==> src/rtl/alu_sweep_seq.sv <==
// alu_sweep_seq
//   Operand-sweep sequencer for the ALU. Once started it walks every
//   {a, carry, b} combination for one latched op code and presents each one on
//   a valid/ready stream, then pulses done and returns to idle.
//
//   Enumeration order: b changes fastest, then carry (carry_mode=1 only), then
//   a. The sweep stops on the final vector and never wraps back to zero.
//
// Ports
//   master_clk, rst_n        clock (rising edge) / async active-low reset
//   start, abort             begin sweep (IDLE only) / cancel sweep (RUN only)
//   op_in, carry_mode        op code and carry-sweep enable, latched on start
//   out_ready                downstream accepts the current vector
//   out_valid                a_out/b_out/carry_out/op_out hold a valid vector
//   a_out, b_out, carry_out  operands for the ALU
//   op_out                   latched op code
//   last                     current vector is the final one
//   busy                     high while sweeping
//   done                     one-cycle pulse after the final vector is accepted
//
// Configuration
//   ALU_SWEEP_STALL_CNT_EN   adds stall_cnt[15:0]: cycles with out_valid and
//                            !out_ready since the last accepted start, saturating.
module alu_sweep_seq #(
  parameter int A_WIDTH  = 8,
  parameter int B_WIDTH  = 2,
  parameter int OP_WIDTH = 4
) (
  input  logic                master_clk,
  input  logic                rst_n,
  input  logic                start,
  input  logic                abort,
  input  logic [OP_WIDTH-1:0] op_in,
  input  logic                carry_mode,
  input  logic                out_ready,
  output logic                out_valid,
  output logic [A_WIDTH-1:0]  a_out,
  output logic [B_WIDTH-1:0]  b_out,
  output logic                carry_out,
  output logic [OP_WIDTH-1:0] op_out,
  output logic                last,
  output logic                busy,
  output logic                done
`ifdef ALU_SWEEP_STALL_CNT_EN
  ,
  output logic [15:0]         stall_cnt
`endif
);

  localparam int CW = A_WIDTH + B_WIDTH + 1;

  typedef enum logic [1:0] {IDLE, RUN, DONE} state_e;

  state_e              state_q;
  logic [CW-1:0]       cnt_q, cnt_d;
  logic [OP_WIDTH-1:0] op_q;
  logic                cmode_q;

  logic                hs;
  logic                is_last;
  logic [CW-1:0]       last_idx;

  // Without carry sweep the top counter bit is unused, so the final index is
  // one bit shorter.
  assign last_idx = cmode_q ? {CW{1'b1}} : {1'b0, {(CW-1){1'b1}}};
  assign is_last  = (cnt_q == last_idx);
  assign hs       = out_valid & out_ready;
  assign cnt_d    = cnt_q + 1'b1;

  always_ff @(posedge master_clk or negedge rst_n) begin
    if (!rst_n) begin
      state_q <= IDLE;
      cnt_q   <= '0;
      op_q    <= '0;
      cmode_q <= 1'b0;
    end else begin
      case (state_q)
        IDLE: if (start) begin
          state_q <= RUN;
          cnt_q   <= '0;
          op_q    <= op_in;
          cmode_q <= carry_mode;
        end
        RUN: begin
          // abort takes priority over a handshake in the same cycle
          if (abort)       state_q <= IDLE;
          else if (hs) begin
            if (is_last)   state_q <= DONE;
            else           cnt_q   <= cnt_d;
          end
        end
        DONE:              state_q <= IDLE;
        default:           state_q <= IDLE;
      endcase
    end
  end

  // All outputs decode directly from flops, so they hold stable through stalls.
  assign out_valid = (state_q == RUN);
  assign busy      = (state_q == RUN);
  assign done      = (state_q == DONE);
  assign last      = out_valid & is_last;
  assign op_out    = op_q;
  assign b_out     = cnt_q[B_WIDTH-1:0];
  assign carry_out = cmode_q & cnt_q[B_WIDTH];
  assign a_out     = cmode_q ? cnt_q[CW-1:B_WIDTH+1] : cnt_q[CW-2:B_WIDTH];

`ifdef ALU_SWEEP_STALL_CNT_EN
  logic [15:0] stall_q;

  always_ff @(posedge master_clk or negedge rst_n) begin
    if (!rst_n)                                       stall_q <= '0;
    else if (state_q == IDLE && start)                stall_q <= '0;
    else if (out_valid && !out_ready && stall_q != 16'hFFFF)
                                                      stall_q <= stall_q + 16'd1;
  end

  assign stall_cnt = stall_q;
`endif

endmodule

==> config.mk <==
export PLATFORM = sky130hd
export DESIGN_NAME = alu_sweep_seq
export DESIGN_NICKNAME = d
export VERILOG_FILES = /design/src/rtl/alu_sweep_seq.sv
export SDC_FILE = /design/constraint.sdc
export NUM_CORES = 1
export LEC_CHECK = 0
export BUFFER_PORTS_ARGS = -buffer_cell sky130_fd_sc_hd__buf_2
export CAP_MARGIN = 25
export CORE_MARGIN = 5
export CORE_UTILIZATION = 51
export DETAILED_ROUTE_END_ITERATION = 10
export HOLD_SLACK_MARGIN = 0.08
export PLACE_DENSITY = 0.84
export SLEW_MARGIN = 20
export SYNTH_ARGS = -nofsm -noshare
export SYNTH_HDL_FRONTEND = slang
export SYNTH_SLANG_ARGS = --single-unit
==> constraint.sdc <==
create_clock -name master_clk -period 1.9 [get_ports master_clk]
set_input_delay 0.095 -clock master_clk [delete_from_list [all_inputs] [get_ports master_clk]]
set_output_delay 0.095 -clock master_clk [all_outputs]
set_load 0.01 [all_outputs]
==> implementation parameters <==
Parameter                              Value

CTS
  Clk sinks    18
  Clock Latency Late Sink    0.31 ns
  Master cell of the clock root buffer    sky130_fd_sc_hd__clkbuf_4
  Clock slew seen by the registers of the worst setup and hold paths    0.11 ns
  Clock tree from TritonCTS    done
  CTS H-tree lvls    1
  CTS buffer count    3
  Clock Path Buffers    2

Floorplan
  Rows    17
  I/O pin count    29
  Chip Width    56.8 um
  DIE AREA    between 3000 and 4000 um2
  Die span in y    56.8 um
  Starting Density    51.9%
  Total core area    2150 um2

Global route
  Global-route total usage across every layer    18.8%
  Largest net degree at the start of global routing    19
  Fraction of met3 tracks used by global routing    under 10%
  Initial antenna violation count    0
  Overflow after GRT    0
  GR peak layer    met2
  Via count of the first global-routing pass    between 1,000 and 1,500
  Met2 Use GR    29.7%
  Wire length of the first global-routing pass    between 4 and 5 mm
  Met1 routing resource usage after global routing    23.3%

Place
  Dpl hpwl    1.87 mm
  Worst slack after detailed placement    0.0476 ns
  Gp weighted congestion    0.920
  Number of I/O port buffers    28
  Number of cells in the design after placement    162

Synth
  Fraction of post-synthesis cell area in the top cell type by area    between 40 and 50%
  YS warnings    0
  Leading cell type by number of instances after synthesis    sky130_fd_sc_hd__dfrtp_1
  Top cells by area, synth    sky130_fd_sc_hd__dfrtp_1 (40%), sky130_fd_sc_hd__mux2_2 (11%), sky130_fd_sc_hd__o31ai_1 (4.7%)
  Syn avg cell area    10.3 um2
  Share of async-settable or async-resettable flops after synthesis    100%
  Unique masters post-synth    39
  Synth Register Bits    18
  Synth Instances    around 110
  Most numerous cell types in the synthesized netlist    sky130_fd_sc_hd__dfrtp_1 (18), sky130_fd_sc_hd__mux2_2 (11), sky130_fd_sc_hd__nand2_1 (8)
  Main flop type after synthesis    sky130_fd_sc_hd__dfrtp_1
  Post-synth EDFFs    0
  Biggest area consumer among synthesized cells    sky130_fd_sc_hd__dfrtp_1
  Mapped cell area    approximately 1100 um2
  Number of nets in the synthesized netlist    119
  Sequential share of the synthesized area    40.4%

Worst setup path
  Depth of the worst register-to-register path    5
  Flop-to-flop setup slack    0.10 ns
  CP Launch Type    flop
  Maximum cell stage delay along the critical path    between 0.4 and 0.5 ns
  Worst EP arrival    approximately 1.8 ns
  Worst Path Required    approximately 1.8 ns
  Reg-to-reg critical path endpoint    cnt_q[10]$_DFFE_PN0P_
  Launching point of the worst reg2reg path    cnt_q[0]$_DFFE_PN0P_
  Crit-path cells    ha_2, nand3_4, nor4_4, buf_6, buf_2
  Critical-path top delay cell    sky130_fd_sc_hd__dfrtp_1
  Peak fanout along the critical path    10
  Endpoint class of the critical path    primary output
  Kind of critical path    flop to primary output

STA
  Fin. max-slew vios    0
  Crit share post-route    98.7%
  Worst setup slack after layout    0.0240 ns
  Setup violations, final    0
  Final setup skew    0.00381 ns
  Slew margin rel.    66.9%
  Final count of hold timing violations    0
  Transition time at the pin with the least slew margin    0.495 ns
  Clock period minus final worst setup slack    1.88 ns
  Timing-limited maximum frequency    533 MHz

Outcome
  Result of the run    finished, final reports clean

Routing
  Vias    around 1,000
  First drt pass iteration count    4
  Wirelength per Cell    16.6 um
  Total routed wirelength    2.93 mm
  Remaining routing DRC violations    0
  Final ANT Viol Nets    0
  Per-cell via count in the routed design    approximately 6
  Count of routing violations after the opening detailed-route iteration    21

Finish
  Number of inserted filler cells in the final layout    159
  Final net count    160
  Number of non-filler instances in the completed layout    176
  N_diodes    0
  Share of final-layout standard cells stronger than drive strength 1    40.5%
  Synthesis-to-layout area growth    29.2%

Power
  Leakage component of the power    between 0.6 and 0.7 nW
  Areal power density over the cells    767 nW/um2
  Maximum vdd drop    0.648 mV

Job
  Max-cap violations    0

Worst hold path
  Min-Delay Path Class    input port to asynchronous set/reset pin
[cell type report]
cell class	count	area, um2	area share, %
multi-input cells	78	619	43.0
flip-flops and latches	18	450	31.3
repair buffers	44	284	19.7
clock buffers	4	36.3	2.52
well taps	28	35.0	2.43
inverters	4	15.0	1.04
[kinds of logic after synthesis]
logic type	synth area share (%)
AO/OA/AOI/OAI	18.7
XOR/XNOR	1.46
adder cells (fa/ha/maj)	1.12
buffers and inverters	5.50
flip-flops	40.4
multiplexers	11.1
AND/OR/NAND/NOR	21.7
[routing by layer]
layer,vias to the layer above,share of wire [%]
met3,6,4.9
met5,-,0
met2,39,50
met4,0,2.4
li1,489,-
met1,502,42
[worst max path at each step]
stage	start	endpoint
after global placement	cnt_q[0]$_DFFE_PN0P_	state_q[0]$_DFFE_PN0P_
after detailed placement	cnt_q[0]$_DFFE_PN0P_	state_q[0]$_DFFE_PN0P_
final	cnt_q[0]$_DFFE_PN0P_	last
after CTS	cnt_q[0]$_DFFE_PN0P_	last
after global routing	cnt_q[0]$_DFFE_PN0P_	last
after floorplan	cnt_q[0]$_DFFE_PN0P_	cnt_q[1]$_DFFE_PN0P_
[critical path, delay by kind of cell, from the launching register on]
kind          cells  cell delay [ns]
simple gates      2             0.47
fa+ha+maj         1             0.25
flops             1             0.43
buf+inv           2             0.31
[metrics by stage]
step / setup TNS, ns / util (%) / power [mW] / area, um2 / hold slack [ns]
2_1_floorplan: 0 / - / 0.706 / 1110 / -0.201
3_3_place_gp: 0 / 60.0 / 0.791 / 1290 / 0.0445
3_5_place_dp: 0 / 60.0 / 0.809 / 1290 / 0.0482
4_1_cts: 0 / 65.8 / 1.07 / 1410 / 0.256
5_1_grt: -0.0370 / 67.0 / 1.15 / 1440 / 0.283
6_report: 0 / 67.0 / 1.10 / 1440 / 0.242
[what timing repair did]
action | 4_1_cts | 5_1_grt
endpoints found under the setup margin | 1 | 3
setup buffers | 0 | 2
endpoints found under the hold margin | 24 | 0
hold buffers | 8 | 0
resized for setup | 1 | 3
[placed cells by master (no fill, tap or decap), types with 4 or more instances in the layout]
cell                             n
sky130_fd_sc_hd__buf_2          28
sky130_fd_sc_hd__buf_4           7
sky130_fd_sc_hd__dfrtp_1        18
sky130_fd_sc_hd__dlygate4sd3_1   8
sky130_fd_sc_hd__inv_1           4
sky130_fd_sc_hd__mux2_2         11
sky130_fd_sc_hd__nand2_1         8
sky130_fd_sc_hd__nand3_1         4
sky130_fd_sc_hd__nor2_1          6
sky130_fd_sc_hd__o21ai_0         6
sky130_fd_sc_hd__o31ai_1         7
[state kept, by name, indices dropped and copies added, names as in the netlist]
name     count
op_out       4
cnt_q       11
state_q      2
cmode_q      1
[where the power goes]
part	leakage [nW]	internal [mW]	switching, mW
registers	0.235	0.435	0.0696
logic	0.406	0.164	0.182
clock network	0.0210	0.117	0.135
No activity file was read; power rests on OpenSTA's default activity.
